$ cat config.mk
export PLATFORM = sky130hd
export DESIGN_NAME = fetch_stage
export DESIGN_NICKNAME = d
export VERILOG_FILES = /design/src/rtl/cpu_pkg.sv /design/src/rtl/next_pc_sel.sv /design/src/rtl/fetch_stage.sv
export SDC_FILE = /design/constraint.sdc
export NUM_CORES = 1
export LEC_CHECK = 0
export CORE_ASPECT_RATIO = 0.75
export CORE_MARGIN = 5
export CORE_UTILIZATION = 40
export CTS_BUF_LIST = sky130_fd_sc_hd__clkbuf_16
export DETAILED_ROUTE_END_ITERATION = 8
export GPL_TIMING_DRIVEN = 0
export HOLD_SLACK_MARGIN = 0.08
export PLACE_DENSITY = 0.7
export SYNTH_ARGS = -nofsm -noshare
export SYNTH_HDL_FRONTEND = slang
export SYNTH_SLANG_ARGS = --single-unit
$ cat constraint.sdc
create_clock -name clk -period 4.3 [get_ports clk]
set_input_delay 0.86 -clock clk [delete_from_list [all_inputs] [get_ports clk]]
set_output_delay 0.86 -clock clk [all_outputs]
set_load 0.01 [all_outputs]
$ cat src/rtl/cpu_pkg.sv
// Shared types and helpers for the MIPS pipeline front end.
package cpu_pkg;

  typedef logic [31:0] pc_t;

  typedef enum logic {
    RUN    = 1'b0,
    HALTED = 1'b1
  } fetch_state_t;

  localparam logic [31:0] NOP_INSTR = 32'h0000_0000;

  // Widen a 16-bit two's-complement value to 32 bits.
  function automatic logic signed [31:0] sign_extend16to32(input logic signed [15:0] v);
    return {{16{v[15]}}, v};
  endfunction

endpackage

$ cat src/rtl/next_pc_sel.sv
// Next fetch address selection: jr > jump > taken branch > stall > sequential.
// A redirect only counts when the instruction in IF/ID that produced it is valid.
module next_pc_sel
  import cpu_pkg::*;
(
  input  pc_t                pc,
  input  pc_t                id_pc_plus1,
  input  logic               id_valid,
  input  logic               stall,
  input  logic               branch_taken,
  input  logic signed [15:0] branch_imm,
  input  logic               jump,
  input  logic [25:0]        jump_addr,
  input  logic               jr,
  input  pc_t                jr_target,
  output pc_t                next_pc,
  output logic               redirect
);

  logic signed [31:0] br_off;
  pc_t                br_target;
  pc_t                jump_target;

  assign br_off      = sign_extend16to32(branch_imm);
  assign br_target   = pc_t'($signed(id_pc_plus1) + br_off);
  assign jump_target = {id_pc_plus1[31:26], jump_addr};

  // Priority mux over the redirect sources, then stall, then pc+1.
  always_comb begin
    redirect = id_valid & (jr | jump | branch_taken);
    next_pc  = pc + 32'd1;
    if (redirect) begin
      if (jr)        next_pc = jr_target;
      else if (jump) next_pc = jump_target;
      else           next_pc = br_target;
    end else if (stall) begin
      next_pc = pc;
    end
  end

endmodule

$ cat src/rtl/fetch_stage.sv
// Instruction fetch: PC register, IF/ID pipeline register, RUN/HALTED control
// and a count of valid instructions delivered to decode.
module fetch_stage
  import cpu_pkg::*;
#(
  parameter pc_t RESET_PC = 32'h0000_0000
)(
  input  logic        clk,
  input  logic        rst_n,
  output logic [31:0] pc,
  input  logic [31:0] instr_in,
  input  logic        stall,
  input  logic        halt,
  input  logic        branch_taken,
  input  logic [15:0] branch_imm,
  input  logic        jump,
  input  logic [25:0] jump_addr,
  input  logic        jr,
  input  logic [31:0] jr_target,
  output logic [31:0] id_instr,
  output logic [31:0] id_pc,
  output logic [31:0] id_pc_plus1,
  output logic        id_valid,
  output logic [31:0] fetch_count
);

  fetch_state_t state, state_nx;

  pc_t         pc_p0;
  pc_t         next_pc;
  logic        redirect;
  logic        advance;
  logic        squash;
  logic        halt_now;

  logic [31:0] instr_p1;
  pc_t         pc_p1;
  pc_t         pc_plus1_p1;
  logic        vld_p1;
  logic [31:0] count_q;

  next_pc_sel u_next_pc_sel (
    .pc           (pc_p0),
    .id_pc_plus1  (pc_plus1_p1),
    .id_valid     (vld_p1),
    .stall        (stall),
    .branch_taken (branch_taken),
    .branch_imm   (branch_imm),
    .jump         (jump),
    .jump_addr    (jump_addr),
    .jr           (jr),
    .jr_target    (jr_target),
    .next_pc      (next_pc),
    .redirect     (redirect)
  );

  // FSM state register.
  always_ff @(posedge clk or negedge rst_n) begin
    if (!rst_n) state <= RUN;
    else        state <= state_nx;
  end

  // Next state and per-edge action: halt beats redirect, redirect beats stall.
  always_comb begin
    state_nx = state;
    halt_now = 1'b0;
    advance  = 1'b0;
    squash   = 1'b0;
    case (state)
      RUN: begin
        if (halt) begin
          state_nx = HALTED;
          halt_now = 1'b1;
        end else if (redirect) begin
          squash = 1'b1;
        end else if (!stall) begin
          advance = 1'b1;
        end
      end
      HALTED:  state_nx = HALTED;
      default: state_nx = RUN;
    endcase
  end

  // p0: program counter, moves on a normal advance or a redirect.
  always_ff @(posedge clk or negedge rst_n) begin
    if (!rst_n)                 pc_p0 <= RESET_PC;
    else if (advance || squash) pc_p0 <= next_pc;
  end

  // p1: IF/ID register; a squash or halt leaves a bubble with the data untouched.
  always_ff @(posedge clk or negedge rst_n) begin
    if (!rst_n) begin
      instr_p1    <= NOP_INSTR;
      pc_p1       <= '0;
      pc_plus1_p1 <= '0;
      vld_p1      <= 1'b0;
    end else if (advance) begin
      instr_p1    <= instr_in;
      pc_p1       <= pc_p0;
      pc_plus1_p1 <= pc_p0 + 32'd1;
      vld_p1      <= 1'b1;
    end else if (squash || halt_now) begin
      vld_p1      <= 1'b0;
    end
  end

  // Count every instruction that enters IF/ID as valid.
  always_ff @(posedge clk or negedge rst_n) begin
    if (!rst_n)       count_q <= '0;
    else if (advance) count_q <= count_q + 32'd1;
  end

  assign pc          = pc_p0;
  assign id_instr    = instr_p1;
  assign id_pc       = pc_p1;
  assign id_pc_plus1 = pc_plus1_p1;
  assign id_valid    = vld_p1;
  assign fetch_count = count_q;

endmodule

Yosys cells after proc, flatten, opt, wreduce, memory -nomap -nowiden. Cells that the tools add are included.

Register bits after elaboration: 162. Input port bits: 113. Output and inout port bits: 161. Word-level logic and storage cells: 35.

Add/sub/neg operators: 3. Equality and inequality tests: 1. Muxes and demuxes: 16. Bitwise logic cells: 4. Reductions and logical operators: 4.

Operator list (count): 2-to-1 mux 32 bit (4); adder 32 x 1 -> 32 bit (second input constant) (2); adder 32 x 16 -> 32 bit (1); 2-to-1 mux 1 bit (11); logical OR 1 bit (2); != test 2 x 1 -> 1 bit (second input constant) (1); bitwise OR 1 bit (2); one-hot mux 1 bit (2 select lines) (1); AND reduction 2 bit (1); nonzero test 2 bit (1); AND 1 bit (1); NOT 1 bit (1).

Logic depth before layout (Yosys ltp). Gate-level depths: netlist of run 1.

Word-level depth: 9. Mapped depth: 11. Mapped depth without buffers: 11.

Cells and area by module. A second synthesis of run 1 with hierarchy kept.

Cell total of the unflattened synthesis: 1165. Area total of the unflattened synthesis: 10149.7 um2.

Modules (own cells, without submodules): fetch_stage (times used 1, cells an instance 671, area each 6799.0 um2, seq. area each 4053.9 um2); next_pc_sel (times used 1, cells an instance 494, area each 3350.7 um2, seq. area each 0.0 um2).

Worst setup path after synthesis of run 1. Ideal clock, no wire load.

Path kind: input-to-reg. From: in branch_imm[0]. To: reg pc_p0[30], in the netlist pc[30]. Library setup time: 124 ps. Arrival: 2915 ps. Required time: 4176 ps. Setup slack: 1260 ps. Stages: 11. Buffers on the path: 0. Path through: ha_1 > fa_1 > a21oi_1 > o311a_1 > or3_4 > nand3_1 > a211oi_2 > o21bai_1 > a221oi_2 > xor2_1 > a21oi_1.

Cells in the longest elaborated chain, start to end: 4.

Ends and longest elaborated chain: from (decl) (line fetch_stage.sv:15) `input logic [15:0] branch_imm,`; adder 32 x 16 -> 32 bit (line next_pc_sel.sv:25) `assign br_target = pc_t'($signed(id_pc_plus1) + br_off);`; 2-to-1 mux 32 bit (line next_pc_sel.sv:34) `else if (jump) next_pc = jump_target;`; 2-to-1 mux 32 bit (line next_pc_sel.sv:33) `if (jr) next_pc = jr_target;`; 2-to-1 mux 32 bit (line next_pc_sel.sv:32) `if (redirect) begin`; to (signal assigned) (line fetch_stage.sv:88) `else if (advance || squash) pc_p0 <= next_pc;`; to (decl) (line fetch_stage.sv:29) `pc_t pc_p0;`.

Every way passes these cells. A chain may end at the register's enable or synchronous reset.

Worst setup path in the final report of run 1.
From: in branch_imm[15]. To: reg pc_p0[31], in the netlist pc[31].

Same word-level chain as after synthesis.

==> impl_metrics.env, run 1 <==
export IMPL_p_comb_share_pct=23.4
export IMPL_ir_worst_vdd_uv=261
export IMPL_postLayoutCellArea_sq_um=13000
export IMPL_cap_violations=0
export IMPL_status="completed"
export IMPL_post_cts_buffers=0
export IMPL_cts_hold_buf=0
export IMPL_fp_coreArea_sq_um=23000
export IMPL_clk_latency_ns=0.43
export IMPL_layout_common_cells="nand2_1 (297), clkdlybuf4s50_1 (271), dfrtp_1 (162)"
export IMPL_finalSetupViolations=0
export IMPL_cts_buffers=17
export IMPL_grt_remaining_overflow=0
export IMPL_grt_pass1_vias=9474
export IMPL_rows=48
export IMPL_grtUsageTotal_pct=26.0
export IMPL_ant_nets=0
export IMPL_fmax_ghz=0.247
export IMPL_hold_violations=0
export IMPL_clk_pin_slew_ns=0.07
export IMPL_io_buffers=272
export IMPL_rsz0062_at_grt="no"
export IMPL_synthToLayoutAreaGrowth_pct=39.6
export IMPL_end_kind="flip-flop"
export IMPL_worstPathRequired_ns=4.58
export IMPL_die_w_um=186
export IMPL_multi_input_area_sq_um=5000
export IMPL_p_leak_nw=5.73
export IMPL_critPathArrivalTime_ns=4.33
export IMPL_drc=0
export IMPL_final_common_cell="nand2_1"
export IMPL_drtIter0Drc=809
export IMPL_synthCells=1113
export IMPL_critPathMaxStageDelay_ns=0.83
export IMPL_drive_above_1_share_pct=4.30
export IMPL_post_dp_hpwl_mm=27.7
export IMPL_use_met3_pct=8.83
export IMPL_busiest_layer="met2"
export IMPL_ys_flop_type="dfrtp_1"
export IMPL_synth_distinct_cells=69
export IMPL_grtUsageMet1_pct=36.7
export IMPL_finClkSkew_ns=0.0140
export IMPL_regArea_sq_um=4050
export IMPL_via_per_inst=5.53
export IMPL_gp_congestion=0.947
export IMPL_min_period_ns=4.05
export IMPL_routed_wl_mm=35.2
export IMPL_r2r_slack_ns=1.20
export IMPL_cp_slowest_cell="clkdlybuf4s50_1"
export IMPL_grt_max_degree=100
export IMPL_async_flop_share_pct=100
export IMPL_critPathLaunch="branch_imm[15]"
export IMPL_antenna_found_initial=0
export IMPL_die_area_sq_um=26500
export IMPL_ios=274
export IMPL_cp_max_fo=17
export IMPL_final_nets=1552
export IMPL_syn_avg_cell_area_sq_um=8.38
export IMPL_hold_class="primary input to async pin"
export IMPL_cts_num_sinks=162
export IMPL_placed_area_sq_um=12500
export IMPL_netlist_area_sq_um=9330
export IMPL_switchingPower_mw=1.30
export IMPL_tritoncts="yes"
export IMPL_synth_seq_cells=162
export IMPL_die_h_um=142
export IMPL_grt_met2_usage_pct=38.0
export IMPL_fill_cells=2158
export IMPL_synth_edf_count=0
export IMPL_final_max_slew_viol_count=0
export IMPL_grt_pass1_wl_mm=54.3
export IMPL_antenna_cells=0
export IMPL_min_period_over_period_pct=94.2
export IMPL_slew_headroom_pct=47.1
export IMPL_wl_per_cell_um=20.5
export IMPL_worstMarginPinSlew_ns=0.791
export IMPL_final_util_pct=56.6
export IMPL_ys_seq_area_share_pct=43.5
export IMPL_finalPower_mw=4.19
export IMPL_p_int_mw=2.89
export IMPL_r2r_start="id_pc_plus1[0]"
export IMPL_crit_type="primary input to flip-flop"
export IMPL_switching_share_pct=31.1
export IMPL_ctsLongestPathBuffers=2
export IMPL_ys_warn_count=0
export IMPL_drt_pass1_iter_count=5
export IMPL_powerDensity_nw_per_um2=322
export IMPL_num_vias=9497
export IMPL_seq_power_share_pct=41.2
export IMPL_clockPowerShare_pct=35.4
export IMPL_htreeDepth=4
export IMPL_cts_resized=0
export IMPL_crit_path_cell_trace="clkdlybuf4s50_1 -> ha_1 -> and3_1 -> nand3_1 -> or2_1 -> a2111oi_2 -> nor2_1 -> a31oi_1 -> xor2_1 -> mux2i_1 -> a211oi_1"
export IMPL_cp_start_kind="primary input"
export IMPL_syn_nets=1260
export IMPL_cts_root_buf="clkbuf_16"
export IMPL_start_util_pct=40.5
[state kept, by name (all words and copies together) (netlist names)]
register	cells
id_valid	1
fetch_count	32
id_pc	32
id_instr	32
pc	32
id_pc_plus1	32
state	1
[synth_stat cells, types with 14 or more instances]
| master | number | area [sq um] |
|---|---|---|
| nand2_1 | 297 | 1110 |
| dfrtp_1 | 162 | 4050 |
| o21ai_0 | 88 | 440 |
| nor2_1 | 78 | 293 |
| a21oi_1 | 76 | 380 |
| xnor2_1 | 45 | 394 |
| clkbuf_1 | 43 | 161 |
| xor2_1 | 40 | 350 |
| ha_1 | 33 | 413 |
| nand3_1 | 29 | 145 |
| and3_1 | 17 | 106 |
| inv_1 | 14 | 52.6 |
| nor3_1 | 14 | 70.1 |
[layout make-up]
class | count | area share (%)
clock buffers | 17 | 3.27
flip-flops and latches | 162 | 31.2
well taps | 300 | 2.88
inverters | 15 | 0.433
repair buffers | 273 | 21.2
plain buffers | 55 | 1.68
multi-input cells | 881 | 38.4
clock inverters | 15 | 1.02
[critical path, delay by kind of cell]
family / cells / cell delay [ns]
buffers and inverters: 1 / 0.83
and+or+nand+nor: 4 / 0.74
xor gates and xnor gates: 1 / 0.34
adders and majority gates: 1 / 0.63
muxes: 1 / 0.28
AOI/OAI and AO/OA: 3 / 0.65
[kinds of logic after synthesis]
family	synth area share, %
AND/OR/NAND/NOR	22.3
AO/OA/AOI/OAI	17.6
flip-flops	43.5
XOR/XNOR	7.98
buffers and inverters	2.95
adder cells (fa/ha/maj)	4.64
multiplexers	1.09
[power by group through the flow]
stage	sequential [mW]	combinational, mW	clock [mW]
after floorplan	1.76	0.435	0
after global placement	1.75	0.961	0
after detailed placement	1.75	0.972	0
after CTS	1.72	0.977	1.50
after global routing	1.74	1.07	1.56
final	1.73	0.981	1.48
[through the flow]
stage | std cells | setup WS [ns] | TNS, ns | hold WS, ns
global route | 1718 | 0.0531 | 0 | 0.411
floorplan | 1113 | 1.26 | 0 | 0.504
global placement | 1685 | -4.52 | -730.12 | 0.457
finish | 1718 | 0.251 | 0 | 0.375
CTS | 1718 | 0.314 | 0 | 0.388
detailed placement | 1686 | -0.107 | -0.107 | 0.461
[worst paths after layout]
kind	to	cells past startpoint
setup / recovery	pc[31]	11
hold / removal	fetch_count[19]	1
setup reg to reg	pc[30]	11
hold reg to reg	id_instr[28]	2
max in group asynchronous	id_pc[0]	2
min in group clk	id_instr[28]	2
[routing by layer]
metal / routed length, um / share of wire [%] / vias up
li1: - / - / 4426
met5: 0 / 0 / -
met4: 872 / 2.5 / 0
met3: 3830 / 11 / 51
met1: 15700 / 44 / 4565
met2: 14900 / 42 / 455
Power figures use the tool's default switching activity.
==> inputs of run 2 (changes only) <==
--- a/config.mk
+++ b/config.mk
@@ -5,7 +5,6 @@
 export SDC_FILE = /design/constraint.sdc
 export NUM_CORES = 1
 export LEC_CHECK = 0
-export CORE_ASPECT_RATIO = 0.75
 export CORE_MARGIN = 5
 export CORE_UTILIZATION = 40
 export CTS_BUF_LIST = sky130_fd_sc_hd__clkbuf_16
==> impl_metrics.env, run 2 (synthesis results as in run 1) <==
export IMPL_setup_tns_ns=0
export IMPL_worstPathRequired_ns=4.58
export IMPL_gp_congestion=0.942
export IMPL_clk_pin_slew_ns=0.07
export IMPL_grtUsageTotal_pct=25.7
export IMPL_ios=274
export IMPL_grt_max_degree=92
export IMPL_grt_pass1_vias=9147
export IMPL_critPathMaxStageDelay_ns=0.56
export IMPL_cts_buffers=17
export IMPL_crit_type="primary input to flip-flop"
export IMPL_r2r_start="id_pc_plus1[0]"
export IMPL_cp_start_kind="primary input"
export IMPL_drt_pass1_iter_count=6
export IMPL_final_max_slew_viol_count=0
export IMPL_drtIter0Drc=692
export IMPL_drc=0
export IMPL_cp_max_fo=17
export IMPL_die_h_um=163
export IMPL_postLayoutCellArea_sq_um=13000
export IMPL_final_nets=1552
export IMPL_crit_path_cell_trace="dlymetal6s2s_1 -> ha_1 -> and3_1 -> nand3_1 -> or2_1 -> a2111oi_2 -> nor2_1 -> a31oi_1 -> xor2_1 -> mux2i_1 -> a211oi_1"
export IMPL_worstMarginPinSlew_ns=0.777
export IMPL_fp_coreArea_sq_um=22800
export IMPL_finClkSkew_ns=0.00909
export IMPL_num_vias=9337
export IMPL_grt_remaining_overflow=0
export IMPL_cts_num_sinks=162
export IMPL_min_period_ns=3.62
export IMPL_post_dp_hpwl_mm=26.9
export IMPL_grt_pass1_wl_mm=52.6
export IMPL_ant_nets=0
export IMPL_tritoncts="yes"
export IMPL_clk_latency_ns=0.44
export IMPL_hold_class="primary input to async pin"
export IMPL_status="completed"
export IMPL_cts_hold_buf=0
export IMPL_ctsLongestPathBuffers=2
export IMPL_die_w_um=163
export IMPL_slew_headroom_pct=48.0
export IMPL_routed_wl_mm=34.7
export IMPL_rows=55
export IMPL_powerDensity_nw_per_um2=321
export IMPL_cap_violations=0
export IMPL_critPathLaunch="branch_imm[15]"
export IMPL_ir_worst_vdd_uv=282
export IMPL_p_leak_nw=5.74
export IMPL_min_period_over_period_pct=84.2
export IMPL_antenna_found_initial=2
export IMPL_placed_area_sq_um=12500
export IMPL_wl_per_cell_um=20.0
export IMPL_cp_slowest_cell="dlymetal6s2s_1"
export IMPL_rsz0062_at_grt="no"
export IMPL_fmax_ghz=0.276
export IMPL_hold_violations=0
export IMPL_cp_num_buf_inv=1
export IMPL_start_util_pct=40.9
export IMPL_io_buffers=272
export IMPL_critPathArrivalTime_ns=3.90
export IMPL_final_common_cell="nand2_1"
export IMPL_synthToLayoutAreaGrowth_pct=39.9
export IMPL_cp_top_family="simple AND/OR/NAND/NOR gates"
export IMPL_cts_root_buf="clkbuf_16"
export IMPL_post_cts_buffers=0
export IMPL_cts_resized=0
export IMPL_layout_common_cells="nand2_1 (297), clkdlybuf4s50_1 (270), dfrtp_1 (162)"
export IMPL_fill_cells=2107
export IMPL_via_per_inst=5.39
export IMPL_finalSetupViolations=0
export IMPL_die_area_sq_um=26500
export IMPL_drive_above_1_share_pct=4.30
export IMPL_end_kind="flip-flop"
export IMPL_htreeDepth=4
==> run 2: power breakdown <==
part	internal, mW	total [mW]	leakage, nW	switching [mW]
registers	1.61	1.72	2.14	0.108
logic	0.467	0.981	3.32	0.513
clock network	0.768	1.49	0.275	0.721
==> run 2: metrics by stage <==
stage | setup WS (ns) | instances | util (%) | hold slack [ns] | total power, mW
floorplan | 1.26 | 1113 | - | 0.504 | 2.20
global placement | -4.57 | 1698 | 54.6 | 0.458 | 2.71
detailed placement | -0.219 | 1699 | 54.8 | 0.461 | 2.72
CTS | 0.187 | 1731 | 57.2 | 0.386 | 4.21
global route | 0.429 | 1732 | 57.3 | 0.407 | 4.37
finish | 0.680 | 1733 | 57.3 | 0.357 | 4.19
==> run 2: path summary, 6_finish.rpt <==
| path | to | slack [ns] | cells after the start |
|---|---|---|---|
| min in group clk | fetch_count[31] | 0.47 | 1 |
| worst min register to register | fetch_count[31] | 0.47 | 1 |
| max in group asynchronous | pc[21] | 3.07 | 2 |
| worst min-delay path | id_instr[17] | 0.36 | 1 |
| worst max register to register | pc[30] | 1.09 | 11 |
| worst max-delay path | pc[31] | 0.68 | 11 |
==> run 2: final cells by class <==
type / count / area, sq um / area share, %
antenna: 2 / 5.00 / 0.0384
timing repair buffer: 273 / 2760 / 21.1
sequential: 162 / 4050 / 31.1
clock inverter: 15 / 143 / 1.09
inverter: 15 / 56.3 / 0.432
clock buffer: 17 / 425 / 3.26
multi-input combinational: 881 / 5000 / 38.3
buffer: 55 / 219 / 1.68
tap: 313 / 392 / 3.00
==> run 2: per-layer routing <==
metal / track usage [%] / wire [um] / vias up
li1: - / - / 4441
met3: 6.25 / 2950 / 64
met2: 40.7 / 16100 / 405
met4: 7.97 / 949 / 2
met1: 35.0 / 14700 / 4425
met5: 0 / 13 / -
==> inputs of run 3 (changes only) <==
--- a/config.mk
+++ b/config.mk
@@ -11,7 +11,7 @@
 export DETAILED_ROUTE_END_ITERATION = 8
 export GPL_TIMING_DRIVEN = 0
 export HOLD_SLACK_MARGIN = 0.08
-export PLACE_DENSITY = 0.7
+export PLACE_DENSITY = 0.73
 export SYNTH_ARGS = -nofsm -noshare
 export SYNTH_HDL_FRONTEND = slang
 export SYNTH_SLANG_ARGS = --single-unit
==> constraint.sdc (replaced) <==
create_clock -name clk -period 2.9 [get_ports clk]
set_input_delay 0.58 -clock clk [delete_from_list [all_inputs] [get_ports clk]]
set_output_delay 0.58 -clock clk [all_outputs]
set_load 0.01 [all_outputs]
==> impl_metrics.env, run 3 (synthesis results as in run 1) <==
export IMPL_status="finished with violations"
export IMPL_violations="negative setup slack"
export IMPL_die_h_um=163
export IMPL_finClkSkew_ns=0.0135
export IMPL_synthToLayoutAreaGrowth_pct=45.5
export IMPL_ff2ff_path_depth=11
export IMPL_cp_max_fo=6
export IMPL_fill_cells=2046
export IMPL_critPathMaxStageDelay_ns=0.48
export IMPL_clk_pin_slew_ns=0.07
export IMPL_multi_input_area_sq_um=5380
export IMPL_cts_buffers=17
export IMPL_fp_coreArea_sq_um=22800
export IMPL_drive_above_1_share_pct=8.98
export IMPL_critPathArrivalTime_ns=3.21
export IMPL_clk_latency_ns=0.43
export IMPL_die_area_sq_um=26500
export IMPL_min_period_over_period_pct=101
export IMPL_finalWorstSetupSlack_ns=-0.0297
export IMPL_final_max_slew_viol_count=0
export IMPL_crit_type="primary input to flip-flop"
export IMPL_pre_cts_slack_ns=-1.31
export IMPL_placed_area_sq_um=12500
export IMPL_ir_worst_vdd_uv=388
export IMPL_cp_start_kind="primary input"
export IMPL_drtIter0Drc=718
export IMPL_grt_pass1_wl_mm=54.3
export IMPL_worstHoldPathCells=1
export IMPL_final_nets=1570
export IMPL_min_period_ns=2.93
export IMPL_gp_congestion=0.940
export IMPL_post_dp_hpwl_mm=26.9
export IMPL_cts_num_sinks=162
export IMPL_grt_remaining_overflow=0
export IMPL_layout_common_cells="nand2_1 (296), clkdlybuf4s50_1 (259), dfrtp_1 (158)"
export IMPL_rows=55
export IMPL_postLayoutCellArea_sq_um=13600
export IMPL_htreeDepth=4
export IMPL_tritoncts="yes"
export IMPL_antenna_found_initial=2
export IMPL_crit_path_cell_trace="clkdlybuf4s50_1 -> ha_2 -> a21o_1 -> nor2b_2 -> a2111oi_4 -> nor2_1 -> a31oi_1 -> xor2_1 -> mux2i_1 -> a211oi_1"
export IMPL_io_buffers=272
export IMPL_finalPower_mw=6.27
export IMPL_regArea_sq_um=4060
export IMPL_cap_violations=0
export IMPL_ctsLongestPathBuffers=2
export IMPL_wl_per_cell_um=20.6
export IMPL_hold_class="flip-flop to flip-flop"
export IMPL_hold_slack_ns=0.470
export IMPL_final_common_cell="nand2_1"
export IMPL_p_leak_nw=5.92
export IMPL_worstMarginPinSlew_ns=0.799
export IMPL_cts_root_buf="clkbuf_16"
export IMPL_rsz0062_at_grt="yes"
export IMPL_grtUsageTotal_pct=26.4
export IMPL_ant_nets=0
export IMPL_finalSetupViolations=1
export IMPL_start_util_pct=40.9
export IMPL_grt_max_degree=119
export IMPL_fmax_ghz=0.341
export IMPL_slew_headroom_pct=46.5
export IMPL_worstPathRequired_ns=3.18
export IMPL_grt_pass1_vias=9520
export IMPL_end_kind="flip-flop"
export IMPL_ios=274
export IMPL_powerDensity_nw_per_um2=462
export IMPL_hold_violations=0
export IMPL_drt_pass1_iter_count=5
export IMPL_drc=0
export IMPL_num_vias=9534
export IMPL_routed_wl_mm=36.0
export IMPL_via_per_inst=5.45
export IMPL_r2r_slack_ns=0.03
export IMPL_cp_slowest_cell="a2111oi_4"
export IMPL_die_w_um=163
==> run 3: cell count changes in the layout (fill, tap and decap cells not counted), sizes merged <==
cell	before	now
inv	22	18
diode	2	1
dlygate4sd3	0	1
clkinvlp	2	3
buf	14	32
dlymetal6s2s	1	10
clkdlybuf4s50	270	259
dlygate4sd2	0	1
clkinv	6	9
==> run 3: repair_timing <==
action / 4_1_cts / 5_1_grt
resized for setup: 27 / 65
pin swaps: 15 / 34
endpoints found under the hold margin: 44 / 0
setup endpoints to repair: 81 / 38
hold buffers: 1 / 0
buffers inserted: 8 / 9
==> run 3: path summary, 6_finish.rpt <==
check / from / endpoint
setup / recovery: branch_imm[14] / pc[31]
hold / removal: fetch_count[31] / fetch_count[31]
setup reg to reg: id_pc_plus1[4] / pc[18]
hold reg to reg: fetch_count[31] / fetch_count[31]
max in group asynchronous: rst_n / id_pc_plus1[22]
min in group asynchronous: rst_n / id_instr[15]
==> run 3: power by group <==
group	internal (mW)	switching [mW]
Sequential	2.40	0.172
Combinational	0.785	0.818
Clock	1.10	0.998
==> run 3: layer usage <==
| metal | up-vias | part of all wire (%) | GRT usage (%) | routed length [um] |
|---|---|---|---|---|
| li1 | 4454 | - | - | - |
| met1 | 4588 | 41 | 34.0 | 14600 |
| met2 | 418 | 47 | 42.0 | 16800 |
| met3 | 70 | 9.5 | 8.45 | 3430 |
| met4 | 4 | 3.1 | 9.34 | 1130 |
| met5 | - | 0.055 | 0 | 20 |
==> run 3: critical path: cells and delay by family <==
family                     cells  cell delay, ns
AOI/OAI and AO/OA              4            1.01
xor gates and xnor gates       1            0.26
buffers and inverters          1            0.43
and+or+nand+nor                2            0.18
muxes                          1            0.32
adders and majority gates      1            0.43
==> run 3: stage by stage <==
step	cells	utilization (%)	setup TNS (ns)
floorplan	1113	-	0
global placement	1698	54.6	-974.56
detailed placement	1699	54.8	-62.20
CTS	1740	57.9	-0.445
global route	1749	59.5	-0.319
finish	1750	59.6	-0.0297
==> run 3: final cells by class <==
cell class | count | share of cell area (%)
sequential | 162 | 29.9
clock buffer | 17 | 3.14
multi-input combinational | 881 | 39.6
clock inverter | 15 | 0.812
timing repair buffer | 291 | 21.5
antenna | 1 | 0.0184
tap | 313 | 2.89
inverter | 15 | 0.415
buffer | 55 | 1.67
